--- src/rtl/ddr4_wr_burst_ctrl.sv ---
// Write-burst engine: drains a first-word-fall-through write-data FIFO into the MIG native
// user interface, issuing one write command per 512-bit beat at consecutive addresses.
module ddr4_wr_burst_ctrl #(
    parameter int unsigned ADDR_W    = 29,
    parameter int unsigned LEN_W     = 8,
    parameter int unsigned ADDR_STEP = 8
) (
    input  logic              ui_clk,
    input  logic              rst,
    input  logic              init_calib_complete,
    input  logic              wr_start,
    input  logic [ADDR_W-1:0] wr_base_addr,
    input  logic [LEN_W-1:0]  wr_burst_len,
    input  logic              fifo_empty,
    input  logic [511:0]      fifo_data,
    input  logic [63:0]       fifo_mask,
    output logic              data_req,
    output logic              app_en,
    output logic [2:0]        app_cmd,
    output logic [ADDR_W-1:0] app_addr,
    input  logic              app_rdy,
    output logic              app_wdf_wren,
    output logic              app_wdf_end,
    output logic [511:0]      app_wdf_data,
    output logic [63:0]       app_wdf_mask,
    input  logic              app_wdf_rdy,
    output logic              busy,
    output logic              done
);

    // One extra bit keeps the compare exact at the maximum burst length.
    localparam int unsigned CW = LEN_W + 1;

    typedef enum logic [1:0] {
        StIdle,
        StBurst,
        StDone
    } state_t;

    state_t            state_q, state_d;
    logic [CW-1:0]     len_q, len_d;
    logic [CW-1:0]     cmd_cnt_q, cmd_cnt_d;
    logic [CW-1:0]     dat_cnt_q, dat_cnt_d;
    logic [ADDR_W-1:0] addr_q, addr_d;

    logic              in_burst;
    logic [CW-1:0]     lead;
    logic              cmd_acc;

    always_ff @(posedge ui_clk or posedge rst) begin
        if (rst) begin
            state_q   <= StIdle;
            len_q     <= '0;
            cmd_cnt_q <= '0;
            dat_cnt_q <= '0;
            addr_q    <= '0;
        end else begin
            state_q   <= state_d;
            len_q     <= len_d;
            cmd_cnt_q <= cmd_cnt_d;
            dat_cnt_q <= dat_cnt_d;
            addr_q    <= addr_d;
        end
    end

    // Outputs depend only on registered state and FIFO/ready inputs; app_en never sees app_rdy.
    always_comb begin
        in_burst     = (state_q == StBurst);
        lead         = dat_cnt_q - cmd_cnt_q;
        app_wdf_wren = in_burst && !fifo_empty && (dat_cnt_q < len_q) && (lead < CW'(2));
        data_req     = app_wdf_wren && app_wdf_rdy;
        app_en       = in_burst && (cmd_cnt_q < len_q) && (cmd_cnt_q < dat_cnt_q);
        cmd_acc      = app_en && app_rdy;
        app_cmd      = 3'b000;
        app_addr     = addr_q;
        app_wdf_end  = app_wdf_wren;
        app_wdf_data = fifo_data;
        app_wdf_mask = fifo_mask;
        busy         = in_burst;
        done         = (state_q == StDone);
    end

    always_comb begin
        state_d   = state_q;
        len_d     = len_q;
        cmd_cnt_d = cmd_cnt_q;
        dat_cnt_d = dat_cnt_q;
        addr_d    = addr_q;
        unique case (state_q)
            StIdle: begin
                if (wr_start && init_calib_complete && (wr_burst_len != '0)) begin
                    state_d   = StBurst;
                    len_d     = {1'b0, wr_burst_len};
                    cmd_cnt_d = '0;
                    dat_cnt_d = '0;
                    addr_d    = wr_base_addr;
                end
            end
            StBurst: begin
                if (data_req) begin
                    dat_cnt_d = dat_cnt_q + CW'(1);
                end
                if (cmd_acc) begin
                    cmd_cnt_d = cmd_cnt_q + CW'(1);
                    addr_d    = addr_q + ADDR_W'(ADDR_STEP);
                end
                // Look at next-cycle counts so done follows the last command by one cycle.
                if ((dat_cnt_d == len_q) && (cmd_cnt_d == len_q)) begin
                    state_d = StDone;
                end
            end
            StDone: begin
                state_d = StIdle;
            end
            default: begin
                state_d = StIdle;
            end
        endcase
    end

endmodule

--- config.mk ---
export PLATFORM = sky130hd
export DESIGN_NAME = ddr4_wr_burst_ctrl
export DESIGN_NICKNAME = d
export VERILOG_FILES = /design/src/rtl/ddr4_wr_burst_ctrl.sv
export SDC_FILE = /design/constraint.sdc
export NUM_CORES = 1
export LEC_CHECK = 0
export ABC_AREA = 0
export BUFFER_PORTS_ARGS = -buffer_cell sky130_fd_sc_hd__buf_4
export CAP_MARGIN = 20
export CORE_AREA = 10 10 473 475
export DETAILED_ROUTE_END_ITERATION = 10
export DIE_AREA = 0 0 483 485
export MAX_ROUTING_LAYER = met4
export PLACE_DENSITY = 0.3
export SLEW_MARGIN = 20
export SYNTH_ARGS = -nofsm -noshare
export SYNTH_HDL_FRONTEND = slang
export SYNTH_SLANG_ARGS = --single-unit
--- constraint.sdc ---
create_clock -name ui_clk -period 7.6 [get_ports ui_clk]
set_clock_uncertainty 0.2 [all_clocks]
set_input_delay 1.52 -clock ui_clk [delete_from_list [all_inputs] [get_ports ui_clk]]
set_output_delay 1.52 -clock ui_clk [all_outputs]
set_load 0.02 [all_outputs]
## Word-level counts from Yosys, hierarchy flattened

Index checks and enable logic that the tools add are counted.
Widths: inputs -> output; s select.

- Flip-flop bits (word level): 57
- Input port bits: 620
- Output and inout bits: 614
- Word-level logic and storage cells: 51

- Add/subtract/negate cells: 4
- $lt $le $gt $ge: 4
- Equal/unequal tests: 7
- Mux-type cells: 13
- Reduce and logical (&&, ||, !) cells: 18

Operator list:

| operator | count |
|---|---|
| $mux 29 | 2 |
| $pmux 29 s2 | 1 |
| $mux 9 | 5 |
| $pmux 9 s2 | 2 |
| $add 29x4->29 const B | 1 |
| $add 9x1->9 const B | 2 |
| $eq 9x8->1 | 2 |
| $lt 9x8->1 | 2 |
| $logic_and 1x1->1 | 10 |
| $lt 9x2->1 const B | 1 |
| $lt 9x9->1 | 1 |
| $sub 9x9->9 | 1 |
| $reduce_bool 8->1 | 1 |
| $reduce_and 2->1 | 3 |
| $mux 2 | 2 |
| $ne 2x1->1 const B | 2 |
| $pmux 2 s2 | 1 |
| $reduce_and 3->1 | 1 |
| $eq 2x1->1 const B | 1 |
| $eq 2x2->1 const B | 1 |
| $logic_not 2->1 | 1 |
| $ne 2x2->1 const B | 1 |
| $reduce_bool 2->1 | 1 |
| $logic_not 1->1 | 1 |

## Longest topological paths before layout

Gate-level depths: netlist of run 1.

- Depth in word-level cells: 11
- Mapped depth: 14
- Depth with buffers taken out: 12

## Worst setup path after synthesis of run 1

No wires, ideal clock.

- Path type: input port to output port
- Start: input port fifo_empty
- End: output port app_wdf_wren
- Arrival time: 2,748 ps
- Data required time: 5,880 ps
- Slack: 3,132 ps
- Cell stages on the path: 7
- Path buffers: 2
- Cells stage by stage: nor2_1 nand4_1 nor4_1 and3_1 clkbuf_1 and2_1 buf_4

- Longest elaborated chain between the ends: 4

Ends and longest elaborated chain:

| item | RTL line | source |
|---|---|---|
| from (decl) | 14 | `input logic fifo_empty,` |
| $logic_not 1->1 | 70 | `app_wdf_wren = in_burst && !fifo_empty && (dat_cnt_q < len_q) && (lead < CW'(2));` |
| $logic_and 1x1->1 (3 in a row) | 70 |  |
| to (decl) | 22 | `output logic app_wdf_wren,` |

No other way between the ends.

## Worst setup path in the final report of run 1

- Start: register dat_cnt_q[0]
- End: output port app_wdf_wren

- Longest elaborated chain between the ends: 3
- Elaborated cells on any way between the ends: 5
- Those cells by class: add/sub (1); order compare (2); reduce/logical (2)

Ends and longest elaborated chain:

| item | RTL line | source |
|---|---|---|
| from (decl) | 43 | `logic [CW-1:0] dat_cnt_q, dat_cnt_d;` |
| from (signal assigned) | 61 | `dat_cnt_q <= dat_cnt_d;` |
| $sub 9x9->9 or $lt 9x8->1 (tied branches) | 69, 70 |  |
| $lt 9x2->1 or $logic_and 1x1->1 (tied branches) | 70 |  |
| $logic_and 1x1->1 * | 70 |  |

Mark *: on every way between the ends. The rest lies on a longest branch, timed or not.

==> out/summary.txt, run 1 <==
status = complete, no violations
post-route cell area = 0.00867 mm²
Core Region = 0.214 mm²
R2R cell count = 12
HP Start = app_addr[2]$_DFFE_PP0P_
commonest non-fill, non-tap cells in the layout = buf_4 (85), nand2_1 (65), a21oi_1 (59)
die area = 0.234 mm²
worst hold path endpoint = app_addr[2]$_DFFE_PP0P_
wire length after detailed routing = 93100 µm
worst slew pin tran = 0.757 ns
antenna viol nets, final = 0
maxcap violations = 0
first-pass GRT wire length = 106000 µm
Detail Placement HPWL = 85900 µm
fin crit share = 0.668
Worst Setup Path Type = flop to primary output
post-synthesis mux area share = 0.00930
Die W = 483 µm
Inst Count DP = 3425
Die H = 485 µm
standard-cell rows = 170
Setup crit start kind = flop
endpoint class of the critical path = primary output
Post-synth EDFFs = 0
layout cell share with drive strength beyond 1 = 0.199
Root Driver = clkbuf_16
Post-CTS Hold Buffers = 0
Routed WL per cell = 27.0 µm
Mapped Cells = 1101
Num Clock Sinks = 57
Slew HR = 0.493
Vias per Instance = 1.54
worst r2r dst = state_q[1]$_DFFE_PP0P_
Slew Limit Fails = 0
CTS H-Tree Depth = 3
# IOs = 1234
compound-gate portion of the synthesized area = 0.117
reg2reg start = dat_cnt_q[0]$_DFFE_PP0P_
total grt overflow = 0
PD cells = 277 mW/mm²
Starting Density = 0.0402
CTS Buffer Depth = 2
Final setup violation count = 0
worst hold path type = flop to flop
adder-cell area share of the yosys netlist = 0.0401
Peak VDD IR = 0.0937 mV
RD Place Congestion = 0.730
Post CTS Setup Buffer Count = 0
Synth Area in Simple Gates = 0.117
Post-Synth XOR/XNOR Area = 0.0224
worst hold stages = 2
arrival time worst endpoint = 3.36 ns
Post-synth top flop = dfrtp_1
Seq/Total Area, Yosys = 0.166
Layout area overhead = 0.683%
clk_lat worst skew = 0.39 ns
Synth Warn # = 0
Placed Area = 0.00837 mm²
via count = 5313
Worst-path clk slew = 0.06 ns
Period minus WS final = 5.08 ns
vias in the first global route = 5459
RSZ-0062 raised after global routing = false
IO Port Bufs = 78
Mapped Avg Cell Area = 7.82 µm²
DRC violations left = 0
Final Hold Fails = 0
Yosys reg bits = 57
Final nets = 1245
Async SR Flop Fraction = 1.00
setup_tns = 0 ns
mapped cell area = 0.00861 mm²
most common cell after layout, fill and taps aside = buf_4
post-route insts no fill = 3443
1st-pass router iterations = 4
number of DRC markers in iteration 0 = 239
CP required = 5.88 ns
CP Max Fanout = 9
Netlist cell types = 62
CTS Buf Count = 9
main combinational cell family by area after synthesis = buffers and inverters
post-cts sizing count = 0
FMAX = 197 MHz
P_leak = 2.39 nW
Tot GR Track Use = 0.0776
largest net degree at the start of global routing = 53
CTS tree = yes
initial antenna violation count = 4
Reg2Reg Setup Slack = 3.45 ns
==> per-stage QoR <==
| step | util | hold WS [ns] | setup WS, ns | power [mW] |
|---|---|---|---|---|
| 6_report | 0.0405 | 0.287 | 2.52 | 2.40 |
| 5_1_grt | 0.0405 | 0.307 | 2.21 | 2.62 |
| 4_1_cts | 0.0405 | 0.295 | 2.41 | 2.53 |
| 3_5_place_dp | 0.0391 | 0.276 | 2.76 | 2.04 |
| 3_3_place_gp | 0.0391 | 0.268 | 2.78 | 2.05 |
| 2_1_floorplan | - | 0.297 | 3.13 | 1.79 |
==> cell families (layout without fill, tap and decap cells) <==
kind of cell             count (synthesis)  in the layout
XOR/XNOR                                22             22
other                                    1              5
buffers and inverters                  629            129
AND/OR/NAND/NOR                        193            193
AO/OA/AOI/OAI                          164            164
adder cells (fa/ha/maj)                 27             27
flip-flops                              57             57
multiplexers                             8              8
==> layout make-up <==
cell class	instances	area, µm²
timing repair buffer	85	638
clock buffer	10	229
clock inverter	6	67.6
inverter	28	105
tap	2838	3550
multi-input combinational	417	2650
fill	25564	205000
sequential	57	1430
antenna	2	5.00
==> power by group <==
part,switching [mW],leakage (nW),internal (mW)
Sequential,0.166,0.705,0.418
Clock,0.201,0.139,0.255
Combinational,0.904,1.55,0.460
==> critical path, stage by stage, from the launching register on <==
cell and delay [ns]:
dfrtp_1 0.48, inv_1 0.08, ha_1 0.21, fa_1 0.42
nand2b_1 0.20, nor2b_1 0.16, a21oi_1 0.15, nand4_1 0.15
a221oi_2 0.49, and2_1 0.42, buf_4 0.21
==> cell usage after synthesis (4+ instances only) <==
library cell  count  area (µm²)
a21oi_1          59         295
xnor2_1          19         166
nand2b_1          4        25.0
nor2b_1           5        31.3
nor3_1            5        25.0
a31oi_1           6        37.5
a21o_1            7        52.6
ha_1             26         325
nor4_1            7        43.8
nor2_1           31         116
mux2i_1           8        80.1
and3_1           14        87.6
clkbuf_1         19        71.3
inv_1            27         101
o22ai_1          12        75.1
buf_4           580        4350
nand3_1          26         130
nand4_1          15        93.8
nand2_1          65         244
o21ai_0          48         240
dfrtp_1          57        1430
==> state kept, by name (all words and copies together) (netlist names) <==
signal	flops
app_addr	29
cmd_cnt_q	9
dat_cnt_q	9
len_q	8
state_q	2
==> worst max-delay path by stage <==
stage / start / end
6_report: dat_cnt_q[0]$_DFFE_PP0P_ / app_wdf_wren
5_1_grt: dat_cnt_q[0]$_DFFE_PP0P_ / app_wdf_wren
4_1_cts: dat_cnt_q[0]$_DFFE_PP0P_ / app_wdf_wren
3_5_place_dp: fifo_empty / app_wdf_wren
3_3_place_gp: fifo_empty / app_wdf_wren
2_1_floorplan: fifo_empty / app_wdf_wren
==> layer usage <==
| layer | GRT usage | wire, µm | vias up |
|---|---|---|---|
| li1 | - | - | 2056 |
| met1 | 0.0285 | 12600 | 2173 |
| met2 | 0.125 | 43300 | 737 |
| met3 | 0.118 | 31400 | 347 |
| met4 | 0.0446 | 5790 | 0 |
| met5 | - | 0 | - |
No activity file was read; power rests on OpenSTA's default activity.
==> run 2, diff against run 1 <==
- ABC_AREA: 0 -> 1
- CORE_AREA: 10 10 473 475 -> 10 10 468 470
- DIE_AREA: 0 0 483 485 -> 0 0 478 480
- clock period: 7.6 -> 4.5 ns (I/O delays scaled with it)
==> out/summary.txt, run 2 <==
status = complete, no violations
Mapped Cells = 1285
Num Clock Sinks = 57
Layout area overhead = 1.00%
FMAX = 260 MHz
largest net degree at the start of global routing = 42
Async SR Flop Fraction = 1.00
# IOs = 1234
Reg2Reg Setup Slack = 1.02 ns
Vias per Instance = 1.67
total grt overflow = 0
Core Region = 0.209 mm²
reg2reg start = cmd_cnt_q[3]$_DFFE_PP0P_
Synth Warn # = 0
worst hold stages = 2
post-cts sizing count = 0
Worst-path clk slew = 0.07 ns
Seq/Total Area, Yosys = 0.156
Final setup violation count = 0
Final Hold Fails = 0
Mapped Avg Cell Area = 7.09 µm²
PD cells = 529 mW/mm²
Yosys reg bits = 57
commonest non-fill, non-tap cells in the layout = nand2_1 (205), inv_1 (87), buf_4 (86)
IO Port Bufs = 78
CTS Buf Count = 9
Synth area leader = buf_4
worst setup margin = 0.655 ns
most common cell after layout, fill and taps aside = nand2_1
post-route insts no fill = 3598
endpoint class of the critical path = primary output
Worst Setup Path Type = flop to primary output
Root Driver = clkbuf_16
Netlist cell types = 45
die area = 0.229 mm²
Detail Placement HPWL = 98100 µm
synth top area cells = buf_4 (48%), dfrtp_1 (16%), nand2_1 (8.4%), nand3_1 (3.8%), inv_1 (3.6%)
CP Max Fanout = 4
clk_lat worst skew = 0.37 ns
Peak VDD IR = 0.154 mV
layout cell share with drive strength beyond 1 = 0.183
top-count cell post-synth = buf_4
Post CTS Setup Buffer Count = 0
Die H = 480 µm
number of DRC markers in iteration 0 = 271
wire length after detailed routing = 105000 µm
maxcap violations = 0
CTS H-Tree Depth = 3
RD Place Congestion = 0.709
worst r2r dst = app_addr[15]$_DFFE_PP0P_
DRC violations left = 0
R2R cell count = 17
worst slew pin tran = 0.695 ns
1st-pass router iterations = 4
via count = 6026
CTS tree = yes
Tot GR Track Use = 0.0901
mapped cell area = 0.00912 mm²
Synth top cells by count = buf_4 (580), nand2_1 (205), inv_1 (88)
Slew HR = 0.536
worst hold path endpoint = app_addr[1]$_DFFE_PP0P_
Largest register FFs = 29
worst hold path type = flop to flop
Period minus WS final = 3.85 ns
setup_tns = 0 ns
HP Start = app_addr[1]$_DFFE_PP0P_
vias in the first global route = 6340
post-synth top area share = 0.478
Slew Limit Fails = 0
CP required = 3.40 ns
arrival time worst endpoint = 2.75 ns
Post-CTS Hold Buffers = 0
Post-synth EDFFs = 0
CTS Buffer Depth = 2
initial antenna violation count = 3
Routed WL per cell = 29.3 µm
antenna cell count = 0
Die W = 478 µm
P_leak = 3.00 nW
first-pass GRT wire length = 120000 µm
final hold slack = 0.290 ns
Setup crit start kind = flop
Post-synth top flop = dfrtp_1
fin crit share = 0.854
Inst Count DP = 3582
pre-CTS WS = 0.930 ns
Final nets = 1435
standard-cell rows = 168
RSZ-0062 raised after global routing = false
antenna viol nets, final = 0
Starting Density = 0.0436
-- run 2: cell count changes in the layout (fill, tap and decap cells not counted), moves of 8 or more --
cell / before / now
inv_1: 26 / 87
nor2_1: 30 / 48
o22ai_1: 12 / 20
and3_1: 14 / 0
nand4_1: 15 / 7
xnor2_1: 19 / 3
o21ai_0: 48 / 31
a21oi_1: 59 / 18
xor2_1: 3 / 23
nand2_2: 0 / 14
nand3_1: 26 / 69
nand2_1: 65 / 205
-- run 2: worst max path at each step --
stage | from | to | slack, ns | depth (start not counted)
after floorplan | dat_cnt_q[0]$_DFFE_PP0P_ | app_wdf_wren | 1.16 | 13
after global placement | wr_burst_len[0] | app_addr[18]$_DFFE_PP0P_ | -0.66 | 9
after detailed placement | wr_burst_len[4] | app_addr[18]$_DFFE_PP0P_ | 0.93 | 10
after CTS | dat_cnt_q[0]$_DFFE_PP0P_ | app_wdf_wren | 0.56 | 14
after global routing | dat_cnt_q[0]$_DFFE_PP0P_ | app_wdf_wren | 0.41 | 14
final | dat_cnt_q[0]$_DFFE_PP0P_ | app_wdf_wren | 0.65 | 14
-- run 2: per-layer routing --
metal / track usage / vias up / share of wire
met5: - / - / 0
met4: 0.0451 / 0 / 0.058
met3: 0.158 / 318 / 0.38
met2: 0.128 / 801 / 0.41
met1: 0.0364 / 2446 / 0.15
li1: - / 2461 / -
-- run 2: cell type report --
type	count	area, µm²
flip-flops and latches	57	1430
clock buffers	10	229
inverters	97	369
multi-input cells	535	2910
fillers	24891	200000
clock inverters	6	82.6
repair buffers	88	677
well taps	2805	3510
-- run 2: cells by family (layout without fill, tap and decap cells) --
logic type / count (synthesis) / after routing / synth area share
adders and majority gates: 27 / 27 / 0.0379
buffers and inverters: 695 / 201 / 0.526
xor gates and xnor gates: 27 / 27 / 0.0274
AOI/OAI and AO/OA: 92 / 92 / 0.0576
muxes: 2 / 2 / 0.00233
DFF: 57 / 57 / 0.156
other: 1 / 3 / 0.000411
and+or+nand+nor: 384 / 384 / 0.191
-- run 2: metrics by stage --
step	power [mW]	cell area, µm²	utilization
after floorplan	3.78	9120	-
after global placement	4.27	8870	0.0424
after detailed placement	4.23	8900	0.0425
after CTS	5.08	9210	0.0440
after global routing	5.50	9210	0.0440
final	4.87	9210	0.0440
-- run 2: power by group --
part | total (mW) | switching [mW] | internal, mW
logic | 3.01 | 2.00 | 1.01
clock network | 0.790 | 0.308 | 0.482
registers | 1.07 | 0.338 | 0.735
-- run 2: critical path: stages (launching register included) --
cell and delay (ns):
dfrtp_1 0.42, inv_1 0.13, ha_1 0.23, fa_1 0.40, inv_1 0.08, nand2_1 0.07
nand2_2 0.09, nand3_1 0.10, nand3_1 0.08, nand2_1 0.09, nor2_1 0.11, nand2_1 0.09
nor2_1 0.09, buf_4 0.20, buf_4 0.19
==> run 3, diff against run 2 <==
- BUFFER_PORTS_ARGS: -buffer_cell sky130_fd_sc_hd__buf_4 -> -buffer_cell sky130_fd_sc_hd__buf_2
==> out/summary.txt, run 3 (synthesis results as in run 2) <==
combinational power share = 0.612
filler cell count = 24912
vias in the first global route = 6403
cell family with most CP delay = simple AND/OR/NAND/NOR gates
setup_tns = 0 ns
arrival time worst endpoint = 3.01 ns
Num Clock Sinks = 57
PD cells = 539 mW/mm²
reg2reg start = dat_cnt_q[0]$_DFFE_PP0P_
CP Max Fanout = 4
Slew HR = 0.441
layout cell share with drive strength beyond 1 = 0.185
Final Hold Fails = 0
sw frac = 0.550
total grt overflow = 0
worst setup margin = 0.388 ns
CTS Buffer Depth = 2
Die W = 478 µm
Peak VDD IR = 0.145 mV
first-pass GRT wire length = 120000 µm
Clock power frac = 0.172
1st-pass router iterations = 4
CP required = 3.40 ns
Slew Limit Fails = 0
Post CTS Setup Buffer Count = 0
proportion of power drawn by flip-flops and latches = 0.216
max incr delay on CP = 0.47 ns
via count = 6089
Largest register FFs = 29
worst r2r dst = state_q[0]$_DFFE_PP0P_
standard-cell rows = 168
clk_lat worst skew = 0.38 ns
RSZ-0062 raised after global routing = false
worst path cell trace = inv_1 > ha_1 > fa_1 > inv_1 > nand2_1 > nand2_2 > nand3_1 > nand3_1 > nand2_1 > nor2_1 > nand2_1 > nor3b_1 > buf_2
FMAX = 243 MHz
R2R cell count = 21
P_leak = 2.94 nW
number of DRC markers in iteration 0 = 336
Root Driver = clkbuf_16
Detail Placement HPWL = 98400 µm
die area = 0.229 mm²
antenna cell count = 0
PnR Total Power = 4.86 mW
maxcap violations = 0
Worst-path clk slew = 0.07 ns
P_sw = 2.67 mW
slowest stage cell, crit path = nor3b_1
CTS Buf Count = 9
CTS H-Tree Depth = 3
Routed WL per cell = 29.4 µm
worst slew pin tran = 0.838 ns
initial antenna violation count = 4
IO Port Bufs = 78
Layout area overhead = -1.08%
Tot GR Track Use = 0.0900
wire length after detailed routing = 106000 µm
Setup crit start kind = flop
most frequent CP cell = nand2_1
Reg2Reg Setup Slack = 1.07 ns
endpoint class of the critical path = primary output
fin crit share = 0.914
worst hold path endpoint = app_addr[0]$_DFFE_PP0P_
commonest non-fill, non-tap cells in the layout = nand2_1 (205), inv_1 (87), buf_2 (78)
Period minus WS final = 4.11 ns
Core Region = 0.209 mm²
internal power = 2.19 mW
RD Place Congestion = 0.703
CTS tree = yes
DRC violations left = 0
Die H = 480 µm
CP Buf/Inv Count = 3
Final nets = 1435
# IOs = 1234
worst hold stages = 2
Vias per Instance = 1.69
HP Start = app_addr[0]$_DFFE_PP0P_
pre-CTS WS = 0.553 ns
most common cell after layout, fill and taps aside = nand2_1
Final Util = 0.0431
Starting Density = 0.0436
worst hold path type = flop to flop
Worst Setup Path Type = flop to primary output
largest net degree at the start of global routing = 44
Final setup violation count = 0
antenna viol nets, final = 0
status = complete, no violations
run 3: cell types whose count changed in the layout (fill, tap and decap cells not counted):
| cell | change |
|---|---|
| nor2_2 | +1 |
| nor2_1 | -1 |
| buf_2 | +78 |
| clkinv_2 | -1 |
| buf_12 | -1 |
| buf_4 | -76 |
| clkbuf_1 | -1 |
| clkbuf_8 | +2 |
| buf_6 | -1 |
run 3: layer usage:
layer	vias to the layer above	part of all wire	wire [µm]	GRT usage
li1	2471	-	-	-
met1	2466	0.15	16100	0.0372
met2	826	0.42	43900	0.128
met3	326	0.38	39800	0.157
met4	0	0.055	5860	0.0434
met5	-	0	0	-
run 3: worst max path at each step:
| stage | depth (start not counted) | start | slack (ns) | end |
|---|---|---|---|---|
| 3_3_place_gp | 9 | wr_burst_len[0] | 0.09 | app_addr[18]$_DFFE_PP0P_ |
| 3_5_place_dp | 13 | dat_cnt_q[0]$_DFFE_PP0P_ | 0.55 | app_wdf_end |
| 2_1_floorplan | 13 | dat_cnt_q[0]$_DFFE_PP0P_ | 1.16 | app_wdf_wren |
| 6_report | 13 | dat_cnt_q[0]$_DFFE_PP0P_ | 0.39 | data_req |
| 4_1_cts | 13 | dat_cnt_q[0]$_DFFE_PP0P_ | 0.14 | app_wdf_end |
| 5_1_grt | 13 | dat_cnt_q[0]$_DFFE_PP0P_ | 0.002 | data_req |
run 3: per-stage QoR:
stage | area, µm² | instances | hold WS (ns)
2_1_floorplan | 9120 | 1287 | 0.368
3_3_place_gp | 8660 | 3581 | 0.263
3_5_place_dp | 8680 | 3582 | 0.263
4_1_cts | 9010 | 3598 | 0.281
5_1_grt | 9020 | 3598 | 0.302
6_report | 9020 | 3598 | 0.277
run 3: cell type report:
class                           instances  area [µm²]  share of cell area
Sequential cell                        57        1430               0.158
Tap cell                             2805        3510               0.389
Inverter                               97         369              0.0409
Clock buffer                           11         253              0.0280
Clock inverter                          5        77.6             0.00860
Multi-Input combinational cell        535        2920               0.323
Timing Repair Buffer                   88         465              0.0516
run 3: power by group through the flow:
| stage | clock network, mW | logic, mW | registers, mW |
|---|---|---|---|
| after floorplan | 0 | 2.70 | 1.08 |
| after global placement | 0 | 3.13 | 1.06 |
| after detailed placement | 0 | 3.10 | 1.07 |
| after CTS | 0.873 | 3.11 | 1.06 |
| after global routing | 0.884 | 3.47 | 1.09 |
| final | 0.835 | 2.97 | 1.05 |
run 3: timing repair:
item,in CTS,in global routing
hold buffers,0,0
resized for setup,0,1
endpoints found under the setup margin,0,2
run 3: worst register-to-register path, stage by stage, from the launching register on:
cell and delay (ns):
dfrtp_1 0.43, inv_1 0.12, ha_1 0.23, fa_1 0.40
inv_1 0.08, nand2_1 0.08, nand2_1 0.08, nand2_1 0.06
nor2_2 0.12, nand2_2 0.08, nor2_4 0.09, nand3_1 0.10
nor2_2 0.33, nand3_1 0.15, nand3_1 0.13, nand3_1 0.11
nor2_1 0.10, nand2_1 0.06, nor2_1 0.08, nand2_1 0.15
nand2_1 0.10, nand2_1 0.05
